===== src/rtl/fft_stage_sequencer_pkg.sv =====
// rtl/fft_stage_sequencer_pkg.sv - shared types and helpers for the FFT stage sequencer
package fft_ctrl_pkg;

    typedef enum logic {IDLE, RUN} seq_state_t;

    function automatic int stage_off(input int s, input int lat);
        return s * lat;
    endfunction

endpackage


===== src/rtl/fft_stage_sequencer_if.sv =====
// rtl/fft_stage_sequencer_if.sv - frame request inputs and per-stage timing outputs
interface fft_stage_sequencer_if #(
    parameter int N_STAGE = 3,
    parameter int N_BLK   = 4
);
    logic                   start;
    logic                   abort;
    logic [N_STAGE-1:0]     en_stage;
    logic [N_STAGE-1:0]     valid_stage;
    logic [$clog2(N_BLK):0] blk_idx;
    logic                   busy;
    logic                   done;
    logic                   start_err;

    modport master (
        input  start, abort,
        output en_stage, valid_stage, blk_idx, busy, done, start_err
    );

    modport slave (
        output start, abort,
        input  en_stage, valid_stage, blk_idx, busy, done, start_err
    );
endinterface


===== src/rtl/fft_stage_sequencer_decode.sv =====
// rtl/fft_stage_sequencer_decode.sv - block-start and second-half window decode for one stage
module stage_window_decode #(
    parameter int OFFSET  = 0,
    parameter int BLK_LEN = 16,
    parameter int N_BLK   = 4,
    parameter int T_W     = 7
) (
    input  logic           clk,
    input  logic           rstn,
    input  logic [T_W-1:0] t_next,
    input  logic           run_next,
    output logic           en,
    output logic           valid
);
    localparam int             LOG_BLK = $clog2(BLK_LEN);
    localparam logic [T_W-1:0] START_T = T_W'(OFFSET);
    localparam logic [T_W-1:0] FRAME_T = T_W'(N_BLK * BLK_LEN);

    logic [T_W-1:0]     l;
    logic [LOG_BLK-1:0] phase;
    logic               active;

    // Before the stage offset the subtraction wraps above FRAME_T, so one compare covers both ends.
    assign l      = t_next - START_T;
    assign phase  = l[LOG_BLK-1:0];
    assign active = run_next && (l < FRAME_T);

    always_ff @(posedge clk or negedge rstn) begin
        if (!rstn) begin
            en    <= 1'b0;
            valid <= 1'b0;
        end else begin
            en    <= active && (phase == '0);
            valid <= active && phase[LOG_BLK-1];
        end
    end
endmodule


===== src/rtl/fft_stage_sequencer.sv =====
// rtl/fft_stage_sequencer.sv - frame sequencer driving staggered block timing for the FFT stages
module fft_stage_sequencer
    import fft_ctrl_pkg::*;
#(
    parameter int N_STAGE   = 3,
    parameter int BLK_LEN   = 16,
    parameter int N_BLK     = 4,
    parameter int STAGE_LAT = 8
) (
    input  logic                  clk,
    input  logic                  rstn,
    fft_stage_sequencer_if.master seq
);
    localparam int FRAME_LEN = N_BLK * BLK_LEN;
    localparam int T_END     = (N_STAGE - 1) * STAGE_LAT + FRAME_LEN;
    localparam int T_W       = $clog2(T_END + 1);
    localparam int LOG_BLK   = $clog2(BLK_LEN);
    localparam int BI_W      = $clog2(N_BLK) + 1;

    localparam logic [T_W-1:0] T_LAST  = T_W'(T_END);
    localparam logic [T_W-1:0] FRAME_T = T_W'(FRAME_LEN);

    seq_state_t          state, state_next;
    logic [T_W-1:0]      t, t_next;
    logic                run_next;
    logic                at_end;
    logic [BI_W-1:0]     blk_next;
    logic [N_STAGE-1:0]  en_w, valid_w;
    logic [BI_W-1:0]     blk_q;
    logic                busy_q, done_q, start_err_q;

    assign at_end = (state == RUN) && (t == T_LAST);

    always_comb begin
        state_next = state;
        t_next     = t;
        if (seq.abort) begin
            state_next = IDLE;
            t_next     = '0;
        end else if (state == IDLE) begin
            if (seq.start) begin
                state_next = RUN;
                t_next     = '0;
            end
        end else if (at_end) begin
            state_next = seq.start ? RUN : IDLE;
            t_next     = '0;
        end else begin
            t_next = t + T_W'(1);
        end
    end

    assign run_next = (state_next == RUN);

    always_comb begin
        blk_next = '0;
        if (run_next) begin
            if (t_next < FRAME_T)
                blk_next = BI_W'(t_next >> LOG_BLK);
            else
                blk_next = BI_W'(N_BLK - 1);
        end
    end

    // All outputs are taken from the next-state so they line up with the cycle carrying that t.
    always_ff @(posedge clk or negedge rstn) begin
        if (!rstn) begin
            state       <= IDLE;
            t           <= '0;
            busy_q      <= 1'b0;
            done_q      <= 1'b0;
            start_err_q <= 1'b0;
            blk_q       <= '0;
        end else begin
            state       <= state_next;
            t           <= t_next;
            busy_q      <= run_next;
            done_q      <= run_next && (t_next == T_LAST);
            start_err_q <= (state == RUN) && !at_end && seq.start && !seq.abort;
            blk_q       <= blk_next;
        end
    end

    for (genvar s = 0; s < N_STAGE; s++) begin : g_stage
        stage_window_decode #(
            .OFFSET  (stage_off(s, STAGE_LAT)),
            .BLK_LEN (BLK_LEN),
            .N_BLK   (N_BLK),
            .T_W     (T_W)
        ) u_decode (
            .clk      (clk),
            .rstn     (rstn),
            .t_next   (t_next),
            .run_next (run_next),
            .en       (en_w[s]),
            .valid    (valid_w[s])
        );
    end

    assign seq.en_stage    = en_w;
    assign seq.valid_stage = valid_w;
    assign seq.blk_idx     = blk_q;
    assign seq.busy        = busy_q;
    assign seq.done        = done_q;
    assign seq.start_err   = start_err_q;
endmodule


===== src/flat_wrapper.sv =====
// flat-port wrapper written by rule: the top's interface ports become plain ports
module fft_stage_sequencer_flat import fft_ctrl_pkg::*;
#(
    parameter int N_STAGE   = 3,
    parameter int BLK_LEN   = 16,
    parameter int N_BLK     = 4,
    parameter int STAGE_LAT = 8
)
  (clk, rstn, seq_start, seq_abort, seq_en_stage, seq_valid_stage, seq_blk_idx, seq_busy, seq_done, seq_start_err);
  fft_stage_sequencer_if #(.N_STAGE(N_STAGE), .N_BLK(N_BLK)) seq_i ();
  input  logic clk;
  input  logic rstn;
  input wire logic [$bits(seq_i.start)-1:0] seq_start;
  input wire logic [$bits(seq_i.abort)-1:0] seq_abort;
  output wire logic [$bits(seq_i.en_stage)-1:0] seq_en_stage;
  output wire logic [$bits(seq_i.valid_stage)-1:0] seq_valid_stage;
  output wire logic [$bits(seq_i.blk_idx)-1:0] seq_blk_idx;
  output wire logic [$bits(seq_i.busy)-1:0] seq_busy;
  output wire logic [$bits(seq_i.done)-1:0] seq_done;
  output wire logic [$bits(seq_i.start_err)-1:0] seq_start_err;
  assign seq_i.start = seq_start;
  assign seq_i.abort = seq_abort;
  assign seq_en_stage = seq_i.en_stage;
  assign seq_valid_stage = seq_i.valid_stage;
  assign seq_blk_idx = seq_i.blk_idx;
  assign seq_busy = seq_i.busy;
  assign seq_done = seq_i.done;
  assign seq_start_err = seq_i.start_err;
  fft_stage_sequencer #(.N_STAGE(N_STAGE), .BLK_LEN(BLK_LEN), .N_BLK(N_BLK), .STAGE_LAT(STAGE_LAT)) u_core (.clk(clk), .rstn(rstn), .seq(seq_i));
endmodule

===== config.mk =====
export PLATFORM = sky130hd
export DESIGN_NAME = fft_stage_sequencer_flat
export DESIGN_NICKNAME = d
export VERILOG_FILES = /design/src/rtl/fft_stage_sequencer_pkg.sv /design/src/rtl/fft_stage_sequencer_if.sv /design/src/rtl/fft_stage_sequencer_decode.sv /design/src/rtl/fft_stage_sequencer.sv /design/src/flat_wrapper.sv
export SDC_FILE = /design/constraint.sdc
export NUM_CORES = 1
export LEC_CHECK = 0
export ABC_CLOCK_PERIOD_IN_PS = 3080
export CORE_UTILIZATION = 51
export CTS_CLUSTER_SIZE = 20
export DETAILED_ROUTE_END_ITERATION = 6
export PLACE_DENSITY = 0.77
export SETUP_SLACK_MARGIN = 0.1
export SLEW_MARGIN = 20
export SYNTH_ARGS = -nofsm -noshare
export SYNTH_HDL_FRONTEND = slang
export SYNTH_SLANG_ARGS = --single-unit

===== constraint.sdc =====
create_clock -name clk -period 3.08 [get_ports clk]
set_input_delay 0.616 -clock clk [delete_from_list [all_inputs] [get_ports clk]]
set_output_delay 0.616 -clock clk [all_outputs]
set_load 0.02 [all_outputs]

Word level (Yosys, flattened, before mapping)
Index checks and enable logic that the tools add are counted.

Input bits: 4. Word-level logic and storage cells: 48. Flip-flop bits (word level): 19. Output and inout bits: 12.

Mux-type cells: 10. Magnitude comparators: 3. Equal/unequal tests: 2. Reductions and logical operators: 19. Add/subtract/negate cells: 3.

Operator list (number): $mux 7 (4); $lt 7x7->1 const B (3); $eq 7x7->1 const B (2); $logic_and 1x1->1 (14); $logic_not 4->1 (3); $add 7x1->7 const B (1); $sub 7x4->7 const B (1); $sub 7x5->7 const B (1); $mux 3 (2); $mux 1 (4); $logic_not 1->1 (2).

Depth between registers and ports, before layout
Gate-level depths: netlist of run 1.

Word-level depth: 9. Gate-level depth with buffers: 8. Mapped depth without buffers: 7.

Hierarchy
Synthesis of run 1 repeated with hierarchy kept, for this count alone.

Cells, all modules: 98. Area, all modules: 988.4 um^2.

Modules (own cells, without submodules): fft_stage_sequencer (area an instance 733.2 um^2, seq. area each 300.3 um^2, cells an instance 79, instances 1); stage_window_decode (u_core.g_stage[1].u_decode) (area an instance 88.8 um^2, seq. area each 50.0 um^2, cells an instance 7, instances 1); stage_window_decode (u_core.g_stage[2].u_decode) (area an instance 86.3 um^2, seq. area each 50.0 um^2, cells an instance 7, instances 1); stage_window_decode (u_core.g_stage[0].u_decode) (area an instance 80.1 um^2, seq. area each 50.0 um^2, cells an instance 5, instances 1).

Least setup slack after synthesis of run 1
OpenSTA, ideal clock, no wires.

Kind: register -> register. Start point: register u_core.t[0]. End point: register u_core.g_stage[1].u_decode.valid. Cell stages (with the launch flop): 9. Arrival time: 2059 ps. Data required time: 2986 ps. Path slack: 927 ps. Library setup time: 94 ps. Path buffers: 1. Clock period less this slack: 2153 ps. Cell sequence: dfrtp_1 -> inv_1 -> ha_1 -> nand4b_1 -> o31a_1 -> buf_6 -> a221o_1 -> or3_4 -> a221oi_2.

Longest elaborated chain between the ends: 9.

Ends and longest elaborated chain: from (decl) (RTL line fft_stage_sequencer.sv:24) `logic [T_W-1:0] t, t_next;`; from (signal assigned) (RTL line fft_stage_sequencer.sv:76) `t <= t_next;`; parallel branches: the longest is 8 deep, another holds $add 7x1->7; $logic_and 1x1->1 (*) (RTL line fft_stage_sequencer_decode.sv:34) `valid <= active && phase[LOG_BLK-1];`; to (signal assigned) (RTL line fft_stage_sequencer_decode.sv:34); to (decl) (RTL line fft_stage_sequencer_decode.sv:13) `output logic valid`.

Mark *: on every way between the ends.

Final worst setup path of run 1
Same ends and word-level chain as after synthesis.

==> impl_metrics.json, run 1 <==
{
  "power_frac_clock": 0.333,
  "drt-vias-per-instance": 5.88,
  "cts_tree": "yes",
  "synth_top_cell_area_share": 0.468,
  "clock_tree.buffer_depth": 2,
  "firstDrtPassIters": 5,
  "die_width_um": 45.5,
  "worstPathRequired_ps": 3280,
  "antenna_cells": 0,
  "cpMostUsedCell": "a221oi_2",
  "drcViolationCount": 0,
  "worstMarginPinSlew_ps": 769,
  "p_leak_nw": 0.501,
  "postRouteAntennaNets": 0,
  "ys_seq_area_frac": 0.468,
  "rsz0062_at_grt": "no",
  "cp_cell_sequence": "inv_1 > ha_1 > nand4b_1 > o31a_1 > a221oi_2 > o21ai_0 > a221oi_2",
  "cpMaxStageDelayCell": "a221oi_2",
  "clkLatencyLatePin_ps": 290,
  "max-slew-margin-rel": 0.486,
  "synthTopCellsByArea": "dfrtp_1, buf_4, nor2_1",
  "initialDrtViolationCount": 21,
  "cts_root_buf": "clkbuf_4",
  "power.density_mw_per_mm2": 396,
  "grt_max_degree": 19,
  "place_hpwl_um": 1360,
  "slowest_delay_ps": 560,
  "cts_buffers": 3,
  "finalCriticalPeriod_ps": 2520,
  "finalCritPeriodShare": 0.818,
  "p_sw_mw": 0.108,
  "seqPwrFrac": 0.561,
  "io_pins": 16,
  "die_area_mm2": 0.00207,
  "hold_violations": 0,
  "setup_tns_ps": 0,
  "finalPower_mw": 0.436,
  "gp_congestion": 0.840,
  "status": "finished clean",
  "p_comb_frac": 0.106,
  "antenna_found_initial": 0,
  "syn_area_um2": 963,
  "post_cts.repair.setup_buffers": 0,
  "initial_core_util": 0.552,
  "syn_avg_cell_area_um2": 9.73,
  "final_common_cell": "dfrtp_1",
  "finalWirelength_um": 1920,
  "die_h_um": 45.5,
  "ctsHoldBuffers": 0,
  "layout_common_cells": "dfrtp_1, clkdlybuf4s50_1, nor2_1",
  "portBuffers": 14,
  "h-tree-depth": 1,
  "ys_ff_latch": 18,
  "worstPathArrival_ps": 2720,
  "synth.distinct_cells": 39,
  "slew_viol_final": 0,
  "power_switching_share": 0.247,
  "yosysWarnings": 0,
  "grt_pass1_vias": 711,
  "vdd_ir_drop_max_mv": 0.234,
  "grt_first_pass_wirelength_um": 3020,
  "fill_cells": 143,
  "hp-class": "reg2reg",
  "num_vias": 776,
  "crit_fanout": 10,
  "path_class": "reg2reg",
  "clk_pin_slew_ps": 100,
  "synthCells": 99,
  "rrSetupSlack_ps": 560,
  "synth_fp_nets": 105,
  "intPower_mw": 0.328,
  "rows": 15,
  "grt_overflow_total": 0,
  "final_nets": 114,
  "cts_num_sinks": 18,
  "area_growth_pct": 14.4,
  "layout-drive-gt1-share": 0.103,
  "drt-wirelength-per-cell_um": 14.6,
  "setup_violations": 0,
  "core_area_mm2": 0.00175,
  "startpoint_type": "register",
  "ctsResizeCount": 0,
  "maxCapViolCount": 0,
  "max_freq_ghz": 0.397,
  "grt_usage": 0.203,
  "synth_top_cell_by_area": "dfrtp_1",
  "fin_worst_skew_ps": 3.94,
  "worstSetupEndpointType": "register"
}
-- flip-flops by register name (all words and copies together), names as in the netlist --
name	count
u_core.seq.blk_idx	2
u_core.seq.done	1
u_core.seq.start_err	1
u_core.state	1
u_core.g_stage.u_decode.en	3
u_core.g_stage.u_decode.valid	3
u_core.t	7
-- cell type report --
type | count | area (µm²) | share of cell area
sequential | 18 | 450 | 0.409
multi-input combinational | 64 | 414 | 0.376
inverter | 6 | 22.5 | 0.0204
timing repair buffer | 15 | 148 | 0.134
clock buffer | 4 | 36.3 | 0.0329
tap | 25 | 31.3 | 0.0284
-- routing by layer --
metal / vias up / track usage / part of all wire
met5: - / 0 / 0
met4: 0 / 0.0848 / 0.028
met3: 8 / 0.0357 / 0.061
met2: 41 / 0.343 / 0.48
met1: 363 / 0.254 / 0.43
li1: 364 / - / -
-- stage by stage --
step	setup slack, ps	utilization	instances	hold WS [ps]	cell area (µm²)
after global placement	567	0.611	128	630	1070
after CTS	582	0.632	132	671	1100
after floorplan	927	-	99	320	963
after detailed placement	467	0.611	128	640	1070
after global routing	439	0.632	132	721	1100
final	560	0.632	132	680	1100
-- critical path, delay by kind of cell (launching register included) --
kind	cells	cell delay [ps]
AOI/OAI and AO/OA	4	1560
adders and majority gates	1	150
buffers and inverters	1	120
DFF	1	470
and+or+nand+nor	1	130
-- kinds of logic (layout without fill, tap and decap cells) --
kind of cell | after synthesis | after routing | synth area share
AOI/OAI and AO/OA | 27 | 27 | 0.208
xor gates and xnor gates | 1 | 1 | 0.00909
adders and majority gates | 2 | 2 | 0.0260
buffers and inverters | 17 | 25 | 0.103
DFF | 18 | 18 | 0.468
other | 1 | 1 | 0.00389
and+or+nand+nor | 33 | 33 | 0.183
-- worst paths after layout --
kind | from | to | cells past startpoint
min | u_core.t[0]$_DFF_PN0_ | u_core.t[0]$_DFF_PN0_ | 2
max reg2reg | u_core.t[0]$_DFF_PN0_ | u_core.g_stage[1].u_decode.valid$_DFF_PN0_ | 7
min reg2reg | u_core.t[0]$_DFF_PN0_ | u_core.t[0]$_DFF_PN0_ | 2
min in group asynchronous | rstn | u_core.seq.start_err$_DFF_PN0_ | 1
max | u_core.t[0]$_DFF_PN0_ | u_core.g_stage[1].u_decode.valid$_DFF_PN0_ | 7
max in group asynchronous | rstn | u_core.state$_DFF_PN0_ | 1
-- cells in the mapped netlist --
cell type and number:
conb_1 1, a221o_1 1, ha_1 2, dfrtp_1 18, o211a_1 1, nor2b_1 2
o22ai_1 1, buf_6 1, a31oi_1 1, or3_4 1, nor4b_1 1, and2_2 1
and3_1 1, nor3_1 2, a22oi_1 1, or3_1 1, nand4b_1 2, nand3_1 2
a221oi_2 2, and3_2 1, nor2_1 12, inv_1 5, a21oi_1 8, a211oi_1 1
nand2_1 4, buf_4 7, o31a_1 1, inv_2 1, clkbuf_1 2, buf_2 1
a2111o_1 1, o31ai_1 1, a221oi_1 1, xnor2_1 1, a211o_1 1, nor4_1 3
o21ai_0 3, a21o_1 1, o21a_1 2
-- power by group through the flow --
| stage | sequential, mW | clock (mW) | combinational, mW |
|---|---|---|---|
| finish | 0.245 | 0.145 | 0.0462 |
| global route | 0.245 | 0.158 | 0.0505 |
| CTS | 0.245 | 0.145 | 0.0461 |
| detailed placement | 0.249 | 0 | 0.0458 |
| global placement | 0.249 | 0 | 0.0454 |
| floorplan | 0.249 | 0 | 0.0296 |
No activity file was read; power rests on OpenSTA's default activity.
==> run 2, diff against run 1 <==
--- a/config.mk
+++ b/config.mk
@@ -5,11 +5,11 @@
 export SDC_FILE = /design/constraint.sdc
 export NUM_CORES = 1
 export LEC_CHECK = 0
-export ABC_CLOCK_PERIOD_IN_PS = 3080
-export CORE_UTILIZATION = 51
+export ABC_CLOCK_PERIOD_IN_PS = 2180
+export CORE_UTILIZATION = 46
 export CTS_CLUSTER_SIZE = 20
 export DETAILED_ROUTE_END_ITERATION = 6
-export PLACE_DENSITY = 0.77
+export PLACE_DENSITY = 0.73
 export SETUP_SLACK_MARGIN = 0.1
 export SLEW_MARGIN = 20
 export SYNTH_ARGS = -nofsm -noshare
==> constraint.sdc (replaced) <==
create_clock -name clk -period 2.18 [get_ports clk]
set_input_delay 0.436 -clock clk [delete_from_list [all_inputs] [get_ports clk]]
set_output_delay 0.436 -clock clk [all_outputs]
set_load 0.02 [all_outputs]
==> run 2 against run 1 <==
- register-to-register slack got worse by 490 ps
- critical path depth did not move
- design area rose by 19%
- via count rose by 10%
- maximum frequency rose by 20%
- sequential power rose by 40%
- non-clock buffer count rose by 17
- utilization rose by 3.9 points
- largest cell class is now multi-input combinational cells
==> impl_metrics.json, run 2 (same netlist as run 1, synthesis figures left out) <==
{
  "finalCritPeriodShare": 0.966,
  "rsz0062_at_grt": "yes",
  "layout-drive-gt1-share": 0.331,
  "initial_core_util": 0.491,
  "layout_common_cells": "buf_4, dfrtp_1, clkdlybuf4s50_1",
  "power.density_mw_per_mm2": 493,
  "fin_area_mm2": 0.00132,
  "grt_pass1_vias": 772,
  "cts_tree": "yes",
  "status": "finished clean",
  "finalCriticalPeriod_ps": 2110,
  "place_hpwl_um": 1540,
  "layout.area.seq_um2": 450,
  "setup_tns_ps": 0,
  "grt_first_pass_wirelength_um": 3340,
  "clk_pin_slew_ps": 100,
  "firstDrtPassIters": 4,
  "layout.cells.non_filler": 151,
  "crit_fanout": 3,
  "rows": 16,
  "power_frac_clock": 0.318,
  "maxCapViolCount": 0,
  "grt_use_met2": 0.357,
  "slew_viol_final": 0,
  "final_nets": 131,
  "finalPower_mw": 0.649,
  "finalWirelength_um": 2190,
  "clock_tree.buffer_depth": 2,
  "met3_usage": 0.0377,
  "p_leak_nw": 0.589,
  "intPower_mw": 0.484,
  "hold_violations": 0,
  "core_area_mm2": 0.00196,
  "final_core_util": 0.670,
  "num_vias": 856,
  "grt_usage": 0.215,
  "postRouteAntennaNets": 0,
  "area_growth_pct": 36.5,
  "gp_congestion": 0.836,
  "p_comb_frac": 0.151,
  "regMostFlops": "u_core.t",
  "place_inst": 142,
  "worstPathRequired_ps": 2390,
  "antenna_cells": 0,
  "antenna_found_initial": 0,
  "cts_buffers": 3,
  "vdd_ir_drop_max_mv": 0.268,
  "largest_reg_flops": 7,
  "die_width_um": 47.8,
  "drcViolationCount": 0,
  "grt_overflow_total": 0,
  "h-tree-depth": 1,
  "cts_root_buf": "clkbuf_4",
  "io_pins": 16,
  "power_switching_share": 0.253,
  "grt_max_degree": 19,
  "clkLatencyLatePin_ps": 290,
  "die_area_mm2": 0.00228,
  "path_class": "reg2reg",
  "rrSetupSlack_ps": 70,
  "top_regs": "u_core.t x7, u_core.g_stage.u_decode.en x3, u_core.g_stage.u_decode.valid x3",
  "max_freq_ghz": 0.475,
  "ctsHoldBuffers": 0,
  "drt-wirelength-per-cell_um": 14.5,
  "drt-vias-per-instance": 5.67,
  "portBuffers": 14,
  "multi_input_area_um2": 497,
  "fill_cells": 155,
  "initialDrtViolationCount": 24,
  "p_sw_mw": 0.164,
  "setup_violations": 0,
  "fin_worst_skew_ps": 1.32,
  "die_h_um": 47.8,
  "top_usage_layer": "met2",
  "placed_area_mm2": 0.00117,
  "worstSetupEndpointType": "register",
  "hp-class": "in2async",
  "seqPwrFrac": 0.531,
  "startpoint_type": "register",
  "met1_usage": 0.269,
  "worstPathArrival_ps": 2320,
  "cts_num_sinks": 18
}
run 2: changes by cell type in the layout (fill, tap and decap cells not counted), sizes merged:
| cell | change |
|---|---|
| buf | +17 |
run 2: timing repair:
item,in CTS,in global routing
hold endpoints to repair,0,0
resized for setup,8,9
setup buffers,3,2
pin swaps,2,3
setup endpoints to repair,3,5
run 2: cell type report:
cell class / count / share of cell area
tap: 27 / 0.0257
inverter: 6 / 0.0171
multi-input combinational: 64 / 0.378
clock buffer: 4 / 0.0276
sequential: 18 / 0.343
timing repair buffer: 32 / 0.209
run 2: layer usage:
layer / wire (µm) / share of wire
met4: 49 / 0.022
met3: 96 / 0.044
met1: 916 / 0.42
met5: 0 / 0
met2: 1130 / 0.52
run 2: worst max-delay path, stage by stage, from the launching register on:
cell and delay (ps):
dfrtp_1 410, inv_2 90, ha_4 130, nand4b_1 130, o31a_1 350, a221o_1 350
or3_4 350, a221oi_2 210
run 2: per-stage QoR:
stage / worst slack, ps / hold WS, ps
5_1_grt: -51.6 / 468
2_1_floorplan: 63.7 / 140
3_5_place_dp: 9.60 / 632
6_report: 73.3 / 448
3_3_place_gp: 60.1 / 634
4_1_cts: 99.3 / 453
run 2: path summary, 6_finish.rpt:
| path | start | end | cells after the start |
|---|---|---|---|
| worst max-delay path | u_core.t[0]$_DFF_PN0_ | u_core.g_stage[1].u_decode.valid$_DFF_PN0_ | 7 |
| min in group clk | u_core.t[5]$_DFF_PN0_ | u_core.t[5]$_DFF_PN0_ | 2 |
| worst min-delay path | rstn | u_core.g_stage[2].u_decode.en$_DFF_PN0_ | 2 |
| max in group asynchronous | rstn | u_core.t[5]$_DFF_PN0_ | 2 |
| worst min register to register | u_core.t[5]$_DFF_PN0_ | u_core.t[5]$_DFF_PN0_ | 2 |
| worst max register to register | u_core.t[0]$_DFF_PN0_ | u_core.g_stage[1].u_decode.valid$_DFF_PN0_ | 7 |
run 2: power groups by stage:
| stage | registers [mW] | logic [mW] | clock network, mW |
|---|---|---|---|
| CTS | 0.344 | 0.0914 | 0.209 |
| global placement | 0.350 | 0.0844 | 0 |
| detailed placement | 0.350 | 0.0842 | 0 |
| global route | 0.345 | 0.106 | 0.221 |
| floorplan | 0.351 | 0.0427 | 0 |
| finish | 0.344 | 0.0980 | 0.206 |
==> run 3, diff against run 2 <==
--- a/config.mk
+++ b/config.mk
@@ -9,9 +9,10 @@
 export CORE_UTILIZATION = 46
 export CTS_CLUSTER_SIZE = 20
 export DETAILED_ROUTE_END_ITERATION = 6
+export HOLD_SLACK_MARGIN = 0.12
 export PLACE_DENSITY = 0.73
 export SETUP_SLACK_MARGIN = 0.1
-export SLEW_MARGIN = 20
+export SLEW_MARGIN = 0
 export SYNTH_ARGS = -nofsm -noshare
 export SYNTH_HDL_FRONTEND = slang
 export SYNTH_SLANG_ARGS = --single-unit
==> results of run 3 <==
No change in the layout: final DEF, timing and power equal those of run 2.
